### src/rtl/lx32_pkg.sv
// Shared types for the lx32 memory arbiter: FSM state, owner encoding and a
// helper that picks the response word returned to the requester.
package lx32_pkg;

   typedef enum logic [1:0] {
      IDLE   = 2'd0,
      BUSY_I = 2'd1,
      BUSY_D = 2'd2
   } arb_state_e;

   typedef enum logic {
      INSTR = 1'b0,
      DATA  = 1'b1
   } arb_owner_e;

   localparam int unsigned ADDR_W = 32;
   localparam int unsigned XLEN   = 32;

   // Writes and timeouts return zero; only a completed read returns memory data.
   function automatic logic [XLEN-1:0] resp_data(input logic          ready,
                                                  input logic          we,
                                                  input logic [XLEN-1:0] rdata);
      return (ready && !we) ? rdata : '0;
   endfunction

endpackage

### src/rtl/arb_timeout_counter.sv
// Busy-cycle watchdog for lx32_mem_arbiter; compiled only when
// LX32_ARB_TIMEOUT_EN is defined.
`ifdef LX32_ARB_TIMEOUT_EN
module arb_timeout_counter #(
   parameter int unsigned TIMEOUT_CYCLES = 255
) (
   input  logic clk,
   input  logic rst,
   input  logic busy,
   input  logic m_ready,
   output logic expired
);

   localparam int unsigned CW = (TIMEOUT_CYCLES > 1) ? $clog2(TIMEOUT_CYCLES) : 1;

   logic [CW-1:0] cnt;

   // Fires during the TIMEOUT_CYCLES-th consecutive busy cycle without m_ready.
   assign expired = busy && ((32'(cnt) + 32'd1) >= TIMEOUT_CYCLES);

   always_ff @(posedge clk or posedge rst) begin
      if (rst) begin
         cnt <= '0;
      end else if (!busy || m_ready) begin
         cnt <= '0;
      end else if (!expired) begin
         cnt <= cnt + CW'(1);
      end
   end

endmodule
`endif

### src/rtl/lx32_mem_arbiter.sv
// Two-requester (fetch / load-store) arbiter onto one single-port memory.
// Optional watchdog enabled by defining LX32_ARB_TIMEOUT_EN.
module lx32_mem_arbiter
   import lx32_pkg::*;
#(
   parameter int unsigned TIMEOUT_CYCLES = 255
) (
   input  logic        clk,
   input  logic        rst,
   input  logic        if_req,
   input  logic [31:0] if_addr,
   output logic        if_gnt,
   output logic        if_rvalid,
   output logic [31:0] if_rdata,
   input  logic        d_req,
   input  logic        d_we,
   input  logic [31:0] d_addr,
   input  logic [31:0] d_wdata,
   output logic        d_gnt,
   output logic        d_rvalid,
   output logic [31:0] d_rdata,
   output logic        m_req,
   output logic        m_we,
   output logic [31:0] m_addr,
   output logic [31:0] m_wdata,
   input  logic        m_ready,
   input  logic [31:0] m_rdata,
   output logic        err_timeout
);

   arb_state_e state;
   arb_owner_e last_owner;
   logic       idle;
   logic       grant_i;
   logic       grant_d;
   logic       expired;
   logic       finish;

   assign idle = (state == IDLE);

   // On contention the requester that did not own the last grant wins.
   assign grant_i = idle && if_req && (!d_req || (last_owner == DATA));
   assign grant_d = idle && d_req && !grant_i;
   assign if_gnt  = grant_i;
   assign d_gnt   = grant_d;

   assign finish = !idle && (m_ready || expired);

`ifdef LX32_ARB_TIMEOUT_EN
   arb_timeout_counter #(
      .TIMEOUT_CYCLES(TIMEOUT_CYCLES)
   ) u_timeout (
      .clk    (clk),
      .rst    (rst),
      .busy   (!idle),
      .m_ready(m_ready),
      .expired(expired)
   );

   // A same-cycle m_ready wins over the watchdog and leaves the flag alone.
   always_ff @(posedge clk or posedge rst) begin
      if (rst) begin
         err_timeout <= 1'b0;
      end else if (!idle && expired && !m_ready) begin
         err_timeout <= 1'b1;
      end
   end
`else
   assign expired     = 1'b0;
   assign err_timeout = 1'b0;
`endif

   always_ff @(posedge clk or posedge rst) begin
      if (rst) begin
         state      <= IDLE;
         last_owner <= DATA;
         m_req      <= 1'b0;
         m_we       <= 1'b0;
         m_addr     <= '0;
         m_wdata    <= '0;
         if_rvalid  <= 1'b0;
         if_rdata   <= '0;
         d_rvalid   <= 1'b0;
         d_rdata    <= '0;
      end else begin
         if_rvalid <= 1'b0;
         d_rvalid  <= 1'b0;
         unique case (state)
            IDLE: begin
               if (grant_i) begin
                  state      <= BUSY_I;
                  last_owner <= INSTR;
                  m_req      <= 1'b1;
                  m_we       <= 1'b0;
                  m_addr     <= if_addr;
                  m_wdata    <= '0;
               end else if (grant_d) begin
                  state      <= BUSY_D;
                  last_owner <= DATA;
                  m_req      <= 1'b1;
                  m_we       <= d_we;
                  m_addr     <= d_addr;
                  m_wdata    <= d_wdata;
               end
            end
            BUSY_I, BUSY_D: begin
               if (finish) begin
                  state <= IDLE;
                  m_req <= 1'b0;
                  m_we  <= 1'b0;
                  if (state == BUSY_I) begin
                     if_rvalid <= 1'b1;
                     if_rdata  <= resp_data(m_ready, m_we, m_rdata);
                  end else begin
                     d_rvalid <= 1'b1;
                     d_rdata  <= resp_data(m_ready, m_we, m_rdata);
                  end
               end
            end
            default: begin
               state <= IDLE;
               m_req <= 1'b0;
               m_we  <= 1'b0;
            end
         endcase
      end
   end

endmodule

### config.mk
export PLATFORM = sky130hd
export DESIGN_NAME = lx32_mem_arbiter
export DESIGN_NICKNAME = d
export VERILOG_FILES = /design/src/rtl/lx32_pkg.sv /design/src/rtl/arb_timeout_counter.sv /design/src/rtl/lx32_mem_arbiter.sv
export SDC_FILE = /design/constraint.sdc
export NUM_CORES = 1
export LEC_CHECK = 0
export CAP_MARGIN = 20
export CORE_MARGIN = 3
export CORE_UTILIZATION = 44
export DETAILED_ROUTE_END_ITERATION = 12
export PLACE_DENSITY = 0.95
export SLEW_MARGIN = 10
export SYNTH_ARGS = -nofsm -noshare
export SYNTH_HDL_FRONTEND = slang
export SYNTH_SLANG_ARGS = --single-unit
export TNS_END_PERCENT = 30
### constraint.sdc
create_clock -name clk -period 14.9 [get_ports clk]
set_clock_uncertainty 0.05 [all_clocks]
set_input_delay 4.47 -clock clk [delete_from_list [all_inputs] [get_ports clk]]
set_output_delay 4.47 -clock clk [all_outputs]
set_load 0.05 [all_outputs]
==> run metrics, run 1 <==
row count=40; largest net degree at the start of global routing=74; unrepaired setup endpoints after global routing=false; I/O Buffers=267; CTS tree=yes; die height=119 um; non-filler instance count after layout=957; Via density=5.18; f_max=0.0852 GHz; Startpoint Class=input port; CP required=10.38 ns; post-route antenna net violation count=0; # nets final=914; CTS Root Cell=clkbuf_16; diodes inserted=0; Area contributors post-synth=dfrtp_1 (60%), o21ai_1 (6.9%), nand2_1 (6.5%); First-pass DRT Iterations=5; post-CTS setup buffer count=0; clock sink count=135; post-synthesis cell area=5580 um^2; CP Cell Sequence=clkdlybuf4s50_1, nand2_2, o21a_1, buf_4, clkdlybuf4s50_1; post-CTS sizing=0; Hold EP=d_rdata[26]; total CTS buffers=17; Tmin final=11.74 ns; hpwl dp=11700 um; Initial Utilization=45.7%; Iteration-0 DRC Markers=401; period utilization=78.8%; die area=14100 um^2; share of layout cells above drive strength 1=5.45%; top-area cell type share of the netlist area=60.1%; Final Hold Viols=0; status=completed; number of hold buffers added after cts=0; Routed wire per std cell=17.2 um; most frequent CP cell=clkdlybuf4s50_1; # placed instances=926; H-tree lvl count=4; Crit path arrival time=7.22 ns; Final Max Tran Viols=0; crit end category=output pin; Mapped Nets=669; Critical-path top delay cell=clkdlybuf4s50_1; Power Total=0.00226 W; final WL=16500 um; R2R cell count=6; maximum fanout along the worst path=66; initial antenna violation count=0; Static Leak=3.71 nW; Reg2Reg Setup Slack=12.38 ns; hold crit path type=flop to flop; number of remaining DRC errors=0; GP Congestion=0.815; post-synthesis cell count=533; VDD IR max=0.278 mV; CTS clk-pin slew, worst paths=0.05 ns; P&R area growth vs syn=58.2%; Global Route Usage Sum=23.5%; core area=12200 um^2; first-pass GRT wire length=26100 um; Pwr per Cell Area=256 nW/um^2; TNS Setup=0 ns; reg2reg end=m_wdata[2]; synth unique cells=29; #FFs+latches synth=135; clk buf depth=2; warnings from Yosys=0; latest clock arrival within the worst-skew pair=0.40 ns; top-level I/O count=269; Max-cap violations=0; Slew headroom=37.6%; sequential-to-total area share from yosys stat=60.6%; die width=119 um; vias in the first global route=4990; vias=4954; Worst Hold Launch=d_rdata[26]; CP peak stage delay=0.89 ns; syn_area_per_cell=10.5 um^2; top cell type by total area after synthesis=dfrtp_1; hold depth=2; Util after Layout=72.3%; Setup CP Type=input port to output pin; gr ovfl total=0; Finish-stage setup viols=0; slew of the pin with the lowest slew margin=0.933 ns; Worst R2R Start=state[1]
[flip-flops by register name, indices dropped and copies added (netlist names), 2 cells and up]
name      count
d_rdata      32
if_rdata     32
m_addr       32
m_wdata      32
state         2
[cell families after synthesis]
kind of cell,after synthesis,synth area share [%]
simple gates,171,15.0
compound gates,169,18.4
other cells,1,0.0672
flops,135,60.6
buf+inv,54,5.36
fa+ha+maj,2,0.448
mux,1,0.179
[worst max-delay path, delay by kind of cell]
kind	cells	cell delay (ns)
and+or+nand+nor	1	0.73
buffers and inverters	3	1.74
AOI/OAI and AO/OA	1	0.23
[synthesized netlist by cell type (all sizes together)]
cell     instances
a31oi           32
nand4bb          1
or3b            32
buf             33
a32o             1
dfrtp          134
dfstp            1
nand2b           1
ha               2
nor2b            3
nand3b           1
o21ai           99
clkbuf          15
o21a             2
nor2            34
a22o            34
mux2i            1
or2              1
conb             1
nand2           98
a21o             1
inv              6
[cells in the final DEF (no fill, tap or decap), types with 4 or more instances in the layout]
master / n
buf_4: 6
dfrtp_1: 134
clkbuf_16: 17
nor2_1: 34
o21ai_0: 22
a22o_1: 34
or3b_1: 32
inv_1: 4
o21ai_1: 76
clkdlybuf4s50_1: 267
a31oi_1: 32
nand2_1: 97
[worst max-delay path by stage]
stage,startpoint,endpoint,slack (ns),cells after the start
2_1_floorplan,d_req,if_gnt,5.09,4
3_3_place_gp,d_req,d_gnt,3.06,5
3_5_place_dp,d_req,d_gnt,3.01,5
4_1_cts,d_req,d_gnt,3.00,5
5_1_grt,if_req,d_gnt,3.04,5
6_report,if_req,d_gnt,3.16,5
[area by class of cell]
cell class	instances	area, um^2
fillers	861	3380
clock buffers	23	478
multi-input cells	344	1920
clock inverters	7	71.3
repair buffers	274	2740
inverters	6	27.5
flip-flops and latches	135	3380
well taps	168	210
[power breakdown]
part / total (W) / internal (W) / switching (W)
logic: 0.00126 / 0.000413 / 0.000845
clock network: 0.000388 / 0.000241 / 0.000147
registers: 0.000614 / 0.000524 / 0.0000895
[metal layers]
layer / track usage, % / vias to the layer above / wire length, um
li1: - / 2353 / -
met3: 8.66 / 33 / 1480
met4: 9.49 / 0 / 448
met2: 40.7 / 227 / 8550
met5: 0 / - / 0
met1: 26.2 / 2341 / 5990
[through the flow]
step / hold WS, ns / instance area, um^2 / setup slack (ns)
6_report: 0.432 / 8830 / 3.16
4_1_cts: 0.438 / 8810 / 3.00
2_1_floorplan: 0.416 / 5580 / 5.09
3_5_place_dp: 0.425 / 8260 / 3.01
3_3_place_gp: 0.416 / 8260 / 3.06
5_1_grt: 0.461 / 8830 / 3.04
No activity file was read; power rests on OpenSTA's default activity.
==> inputs of run 2 (changes only) <==
--- a/config.mk
+++ b/config.mk
@@ -7,9 +7,9 @@
 export LEC_CHECK = 0
 export CAP_MARGIN = 20
 export CORE_MARGIN = 3
-export CORE_UTILIZATION = 44
+export CORE_UTILIZATION = 37
 export DETAILED_ROUTE_END_ITERATION = 12
-export PLACE_DENSITY = 0.95
+export PLACE_DENSITY = 0.86
 export SLEW_MARGIN = 10
 export SYNTH_ARGS = -nofsm -noshare
 export SYNTH_HDL_FRONTEND = slang
==> constraint.sdc (replaced) <==
create_clock -name clk -period 9.7 [get_ports clk]
set_clock_uncertainty 0.05 [all_clocks]
set_input_delay 2.91 -clock clk [delete_from_list [all_inputs] [get_ports clk]]
set_output_delay 2.91 -clock clk [all_outputs]
set_load 0.05 [all_outputs]
==> run metrics, run 2 (synthesis gave the netlist of run 1 again) <==
status=completed; Routed wire per std cell=16.4 um; CP required=6.74 ns; core area=14600 um^2; Via density=5.01; post-route antenna net violation count=0; Initial Utilization=38.1%; CTS tree=yes; number of remaining DRC errors=0; slew of the pin with the lowest slew margin=0.934 ns; area post-placement=8290 um^2; initial antenna violation count=0; hold crit path type=flop to flop; post-CTS sizing=0; post-layout instance area=8910 um^2; diodes inserted=0; clk buf depth=2; H-tree lvl count=4; commonest non-fill, non-tap cells in the layout=clkdlybuf4s50_1 (267), dfrtp_1 (134), nand2_1 (97); period utilization=79.4%; die area=16600 um^2; post-CTS setup buffer count=0; Pwr per Cell Area=393 nW/um^2; # nets final=916; Global Route Usage Sum=19.0%; P&R area growth vs syn=59.7%; fillers=1201; f_max=0.130 GHz; die height=129 um; Startpoint Class=input port; die width=129 um; vias=4898; unrepaired setup endpoints after global routing=false; First-pass DRT Iterations=4; Final Max Tran Viols=0; maximum fanout along the worst path=4; Slew headroom=37.6%; Finish-stage setup viols=0; first-pass GRT wire length=24600 um; largest net degree at the start of global routing=83; hpwl dp=11300 um; top-level I/O count=269; Iteration-0 DRC Markers=230; Tmin final=7.70 ns; Final Hold Viols=0; most common cell after layout, fill and taps aside=clkdlybuf4s50_1; Util after Layout=60.8%; row count=44; crit end category=output pin; Setup CP Type=input port to output pin; number of hold buffers added after cts=0; CTS Root Cell=clkbuf_16; GP Congestion=0.771; latest clock arrival within the worst-skew pair=0.41 ns; VDD IR max=0.228 mV; Crit path arrival time=4.74 ns; worst hold slack=0.433 ns; gr ovfl total=0; CTS clk-pin slew, worst paths=0.06 ns; Static Leak=3.74 nW; share of layout cells above drive strength 1=6.31%; final WL=16000 um; TNS Setup=0 ns; Max-cap violations=0; clock sink count=135; vias in the first global route=4717; Power Total=0.00350 W; I/O Buffers=267; Reg2Reg Setup Slack=7.44 ns; total CTS buffers=17
[run 2: cell types whose count changed in the layout (fill, tap and decap cells not counted)]
cell      delta
inv_6        +5
clkbuf_1     -3
clkbuf_8     -3
inv_8        +3
buf_4        +2
buf_12       -1
buf_16       +1
clkinv_2     -1
clkinv_8     +1
[run 2: power breakdown]
part	switching, W	internal [W]	leakage (nW)
Sequential	0.000132	0.000804	1.70
Combinational	0.00129	0.000635	1.76
Clock	0.000275	0.000364	0.280
[run 2: layout make-up]
| cell class | count | area (um^2) | area share, % |
|---|---|---|---|
| flip-flops and latches | 135 | 3380 | 37.9 |
| repair buffers | 276 | 2760 | 31.0 |
| multi-input cells | 344 | 1920 | 21.6 |
| clock buffers | 17 | 425 | 4.78 |
| well taps | 184 | 230 | 2.58 |
| clock inverters | 15 | 160 | 1.80 |
| inverters | 6 | 27.5 | 0.309 |
[run 2: metrics by stage]
step	std cells	worst slack, ns
after CTS	976	1.98
after global routing	977	1.93
final	977	2.00
after floorplan	533	3.01
after detailed placement	944	1.99
after global placement	944	2.02
[run 2: critical path: stages]
cell and delay, ns:
clkdlybuf4s50_1 0.56, nand2_2 0.09, or2_1 0.28, inv_1 0.08, clkdlybuf4s50_1 0.81
[run 2: routing by layer]
| metal | global-route usage, % | vias up | wire (um) |
|---|---|---|---|
| met2 | 30.8 | 211 | 7620 |
| met3 | 8.05 | 28 | 1540 |
| met5 | 0 | - | 0 |
| li1 | - | 2353 | - |
| met4 | 7.10 | 0 | 359 |
| met1 | 22.7 | 2306 | 6500 |
[run 2: worst paths after layout]
check | startpoint | endpoint | cells past startpoint
max | if_req | if_gnt | 5
min | if_rdata[9] | if_rdata[9] | 2
max reg2reg | state[1] | d_rdata[4] | 5
min reg2reg | if_rdata[9] | if_rdata[9] | 2
max in group asynchronous | rst | m_wdata[20] | 4
min in group asynchronous | rst | m_wdata[21] | 2
==> inputs of run 3 (changes only) <==
==> constraint.sdc (replaced) <==
create_clock -name clk -period 6.4 [get_ports clk]
set_clock_uncertainty 0.05 [all_clocks]
set_input_delay 1.92 -clock clk [delete_from_list [all_inputs] [get_ports clk]]
set_output_delay 1.92 -clock clk [all_outputs]
set_load 0.05 [all_outputs]
==> run metrics, run 3 (synthesis gave the netlist of run 1 again) <==
crit path launch=if_req; Final Hold Viols=0; post-CTS setup buffer count=0; Crit path arrival time=3.10 ns; Iteration-0 DRC Markers=305; CTS clk-pin slew, worst paths=0.06 ns; GP Congestion=0.757; most common cell after layout, fill and taps aside=clkdlybuf4s50_1; clock sink count=135; top-level I/O count=269; Critical Path Stages=5; P&R area growth vs syn=60.1%; hold crit path type=flop to flop; period utilization=79.2%; CTS Root Cell=clkbuf_16; Startpoint Class=input port; worst path buffer plus inverter count=3; commonest non-fill, non-tap cells in the layout=clkdlybuf4s50_1 (265), dfrtp_1 (134), nand2_1 (97); vias=4894; post-route antenna net violation count=0; core area=14600 um^2; Initial Utilization=38.1%; # nets final=915; total CTS buffers=17; unrepaired setup endpoints after global routing=false; VDD IR max=0.327 mV; CP Cell Sequence=clkdlybuf4s50_1, nand2_2, or2_1, inv_1, buf_12; number of remaining DRC errors=0; hpwl dp=11400 um; vias in the first global route=4911; Routed wire per std cell=16.6 um; crit end category=output pin; reg2reg end=d_rdata[19]; Tmin final=5.07 ns; Static Leak=3.75 nW; CP top delay family=buffers and inverters; gr ovfl total=0; Finish-stage setup viols=0; clock share of power=18.9%; Slew headroom=36.7%; clk buf depth=2; CTS tree=yes; H-tree lvl count=4; maximum fanout along the worst path=4; Setup CP Type=input port to output pin; first-pass GRT wire length=25400 um; Final Max Tran Viols=0; die height=129 um; f_max=0.197 GHz; number of hold buffers added after cts=0; row count=44; CP required=4.43 ns; Logic pwr share=54.7%; sequential fraction of design power=26.4%; net switching power=0.00255 W; post-CTS sizing=0; CP endpoint=if_gnt; Pwr per Cell Area=601 nW/um^2; Worst Hold Launch=if_rdata[10]; slew of the pin with the lowest slew margin=0.947 ns; R2R cell count=5; diodes inserted=0; Max-cap violations=0; latest clock arrival within the worst-skew pair=0.41 ns; die width=129 um; final WL=16200 um; status=completed; initial antenna violation count=0; First-pass DRT Iterations=6; CP peak stage delay=0.55 ns; Worst R2R Start=state[0]; Util after Layout=61.0%; share of layout cells above drive strength 1=6.44%; TNS Setup=0 ns; Critical-path top delay cell=clkdlybuf4s50_1; fillers=1189; Reg2Reg Setup Slack=4.08 ns; Power Total=0.00537 W; largest net degree at the start of global routing=102; internal power=0.00281 W; Global Route Usage Sum=19.5%; Sw Ratio=47.6%; I/O Buffers=267; die area=16600 um^2; Via density=5.01
[run 3: layout make-up]
type / instances / area, um^2 / share of cell area, %
Multi-Input combinational cell: 344 / 1920 / 21.5
Inverter: 6 / 27.5 / 0.308
Tap cell: 184 / 230 / 2.58
Sequential cell: 135 / 3380 / 37.8
Clock inverter: 15 / 190 / 2.13
Clock buffer: 17 / 425 / 4.76
Timing Repair Buffer: 275 / 2750 / 30.8
[run 3: how the worst min path moves through the flow]
stage	depth (start not counted)	end
CTS	2	d_rdata[16]
global route	2	if_rdata[23]
global placement	2	d_rdata[31]
detailed placement	2	d_rdata[1]
finish	2	if_rdata[10]
floorplan	1	state[1]
[run 3: tightest hold or removal path, delay by kind of cell, from the launching register on]
kind	cells	cell delay, ns
compound gates	1	0.06
flops	1	0.34
simple gates	1	0.05
[run 3: power groups by stage]
stage | combinational (W) | sequential, W | clock (W)
5_1_grt | 0.00310 | 0.00146 | 0.00108
4_1_cts | 0.00296 | 0.00142 | 0.00103
2_1_floorplan | 0.000744 | 0.00263 | 0
3_5_place_dp | 0.00295 | 0.00142 | 0
3_3_place_gp | 0.00290 | 0.00141 | 0
6_report | 0.00294 | 0.00142 | 0.00101
[run 3: metal layers]
layer  share of wire (%)  GRT usage, %  wire length [um]
met1                  39          23.1              6370
met2                  49          32.1              8000
met3                 9.4          7.43              1530
met4                 1.9          7.72               302
met5                   0             0                 0
[run 3: stage by stage]
stage / worst slack (ns) / instances / instance area (um^2) / hold WS, ns
3_3_place_gp: 1.33 / 944 / 8310 / 0.416
3_5_place_dp: 1.31 / 944 / 8310 / 0.426
6_report: 1.33 / 976 / 8930 / 0.434
2_1_floorplan: 0.821 / 533 / 5580 / 0.416
5_1_grt: 1.28 / 976 / 8930 / 0.458
4_1_cts: 1.31 / 976 / 8930 / 0.440
==> variant (config.mk and constraints of run 2) <==
Add a define of `LX32_ARB_TIMEOUT_EN`.
--- a/src/rtl/arb_timeout_counter.sv
+++ b/src/rtl/arb_timeout_counter.sv
@@ -2,2 +2,4 @@
 // LX32_ARB_TIMEOUT_EN is defined.
+`define LX32_ARB_TIMEOUT_EN
+
 `ifdef LX32_ARB_TIMEOUT_EN
Check against the original RTL: no difference found for any inputs over 4 cycles, from zero or initial values and one cycle with rst high; that may be too few to reach the edited logic, so the function may still have changed.
==> variant against run 2 <==
- sequential power up 7%
- routed wire length grew 1.5%
- combinational power rose by 9%
- power rose by 6.7%
- core utilization down 0.54 points
- count of clock-buffer cells in the layout rose by 1
- register-to-register slack worse by 230 ps
- sequential share of layout area up 0.53 points
- global-route usage down 0.48 points
- area after synthesis grew 7.4%
- setup slack lost 450 ps
- final area up 5.2%
- via count rose by 0.12%
- sequential cell count grew 9
==> variant: results (changes against run 2) <==
Synthesized Nets=606 (was 669); placed cell areas=0.00879 mm^2 (was 0.00829 mm^2); Critical R2R Capture=d_rdata[2] (was d_rdata[4]); clock buffer depth=2 (unchanged); Fillers=1265 (was 1201); Hold Crit Endpoint=m_addr[31] (was if_rdata[9]); Worst Hold Depth=2 (unchanged); Main synth FF type=dfrtp_1 (unchanged); largest net degree at the start of global routing=99 (was 83); clk slew on worst S/H paths=60 ps (about the same); status=complete, no violations (unchanged); Fin Hold WS=429 ps (was 433 ps); Final Cell Area=0.00937 mm^2 (was 0.00891 mm^2); WP data arrival=5180 ps (was 4740 ps); PortBufs=268 (was 267); H-Tree Depth=4 (unchanged); final RePlAce weighted congestion=0.778 (was 0.771); worst skew pair latency=410 ps (about the same); Hold/Removal Path Class=reg2reg (unchanged); Via density=5.20 (was 5.01); CTS root buffer=clkbuf_16 (unchanged); share of post-route cells with drive strength above 1=7.79% (was 6.31%); worst-path maximum fanout=34 (was 4); Post-synth EDFFs=0 (unchanged); Area contributors post-synth=dfrtp_1 (60%), a32o_1 (11%), mux2i_1 (5.5%), a22o_1 (4.7%), o21ai_1 (2.6%) (was dfrtp_1 (60%), o21ai_1 (6.9%), nand2_1 (6.5%), a22o_1 (5.3%), or3b_1 (5.0%)); top cells by count, synth=dfrtp_1 (143), a32o_1 (65), nand2_1 (38) (was dfrtp_1 (134), nand2_1 (97), o21ai_1 (77)); Yosys cell types=53 (was 29); drt total wl=16300 um (was 16000 um); sequential-to-total area share from yosys stat=60.1% (was 60.6%); Worst R2R Setup Slack=7210 ps (was 7440 ps); Fin Setup TNS=0 ps (unchanged); Hold Startpoint=m_addr[31] (was if_rdata[9]); Worst-Margin Slew=999 ps (was 934 ps); first-pass GRT wire length=26300 um (was 24600 um); r2r worst-path depth=6 (was 5); First-pass DRT Iterations=4 (unchanged); Tot GR Track Use=18.6% (was 19.0%); post-CTS setup buffers=0 (unchanged); async set or reset register ratio after synthesis=100% (unchanged); n_diodes=0 (unchanged); Resized Gates After CTS=0 (unchanged); leakage=4.06 nW (was 3.74 nW); worst setup path start=d_req (was if_req); Inserted Clock Buffers=17 (unchanged); reg2reg start=u_timeout.cnt[1] (was state[1]); synth warn=0 (unchanged); Peak supply drop=0.235 mV (was 0.228 mV); DR iter-0 viols=209 (was 230); vias in the first global route=4905 (was 4717); Final #Nets=857 (was 916); sum of net half-perimeters after detailed placement=11400 um (was 11300 um); initial antenna violation count=0 (unchanged)
[variant: changes by cell type after synthesis, sizes merged, moves of 7 or more]
cell           run 2  this run
clkbuf            15        22
a31oi             32         3
o21ai             99        34
nand2             98        39
a32o               1        65
buf               33        21
nor2              34         4
a21oi              0        11
or3b              32         0
dfrtp            134       143
mux2i              1        33
[variant: stage by stage]
step,worst slack [ps],power (mW),std cells
after global routing,1410,3.92,943
final,1560,3.74,943
after floorplan,2820,2.41,468
after CTS,1540,3.78,943
after global placement,1590,3.09,911
after detailed placement,1550,3.13,911
[variant: area by class of cell]
| cell class | count | area share (%) |
|---|---|---|
| repair buffers | 275 | 29.2 |
| inverters | 11 | 0.494 |
| clock buffers | 18 | 4.69 |
| clock inverters | 14 | 1.54 |
| flip-flops and latches | 144 | 38.5 |
| well taps | 211 | 2.82 |
| multi-input cells | 270 | 22.8 |
[variant: critical path, cell delays in order]
cell and delay [ps]:
clkdlybuf4s50_1 570, inv_1 80, o211ai_1 200, and3_1 180, buf_4 340, clkdlybuf4s50_1 880
[variant: worst max-delay path by stage]
stage	endpoint	slack, ps	cells after the start
finish	d_gnt	1560	6
global route	d_gnt	1410	6
CTS	d_gnt	1540	6
detailed placement	d_gnt	1550	6
global placement	d_gnt	1590	6
floorplan	d_gnt	2820	6
[variant: cell families (layout without fill, tap and decap cells)]
| family | count (synthesis) | in the layout | synth area share, % |
|---|---|---|---|
| AO/OA/AOI/OAI | 164 | 164 | 23.0 |
| XOR/XNOR | 3 | 3 | 0.438 |
| adder cells (fa/ha/maj) | 4 | 4 | 0.835 |
| buffers and inverters | 54 | 318 | 4.59 |
| flip-flops | 144 | 144 | 60.1 |
| multiplexers | 33 | 33 | 5.51 |
| AND/OR/NAND/NOR | 66 | 66 | 5.47 |
[variant: power breakdown]
group	switching (mW)	internal (mW)	leakage (nW)
Clock	0.270	0.368	0.275
Sequential	0.141	0.863	1.82
Combinational	1.37	0.726	1.97
[variant: routing by layer]
metal,vias to the layer above,global-route usage (%),share of wire (%)
met3,19,8.31,10
met1,2370,22.5,40
li1,2296,-,-
met2,219,29.7,48
met4,0,6.17,1.7
met5,-,0,0
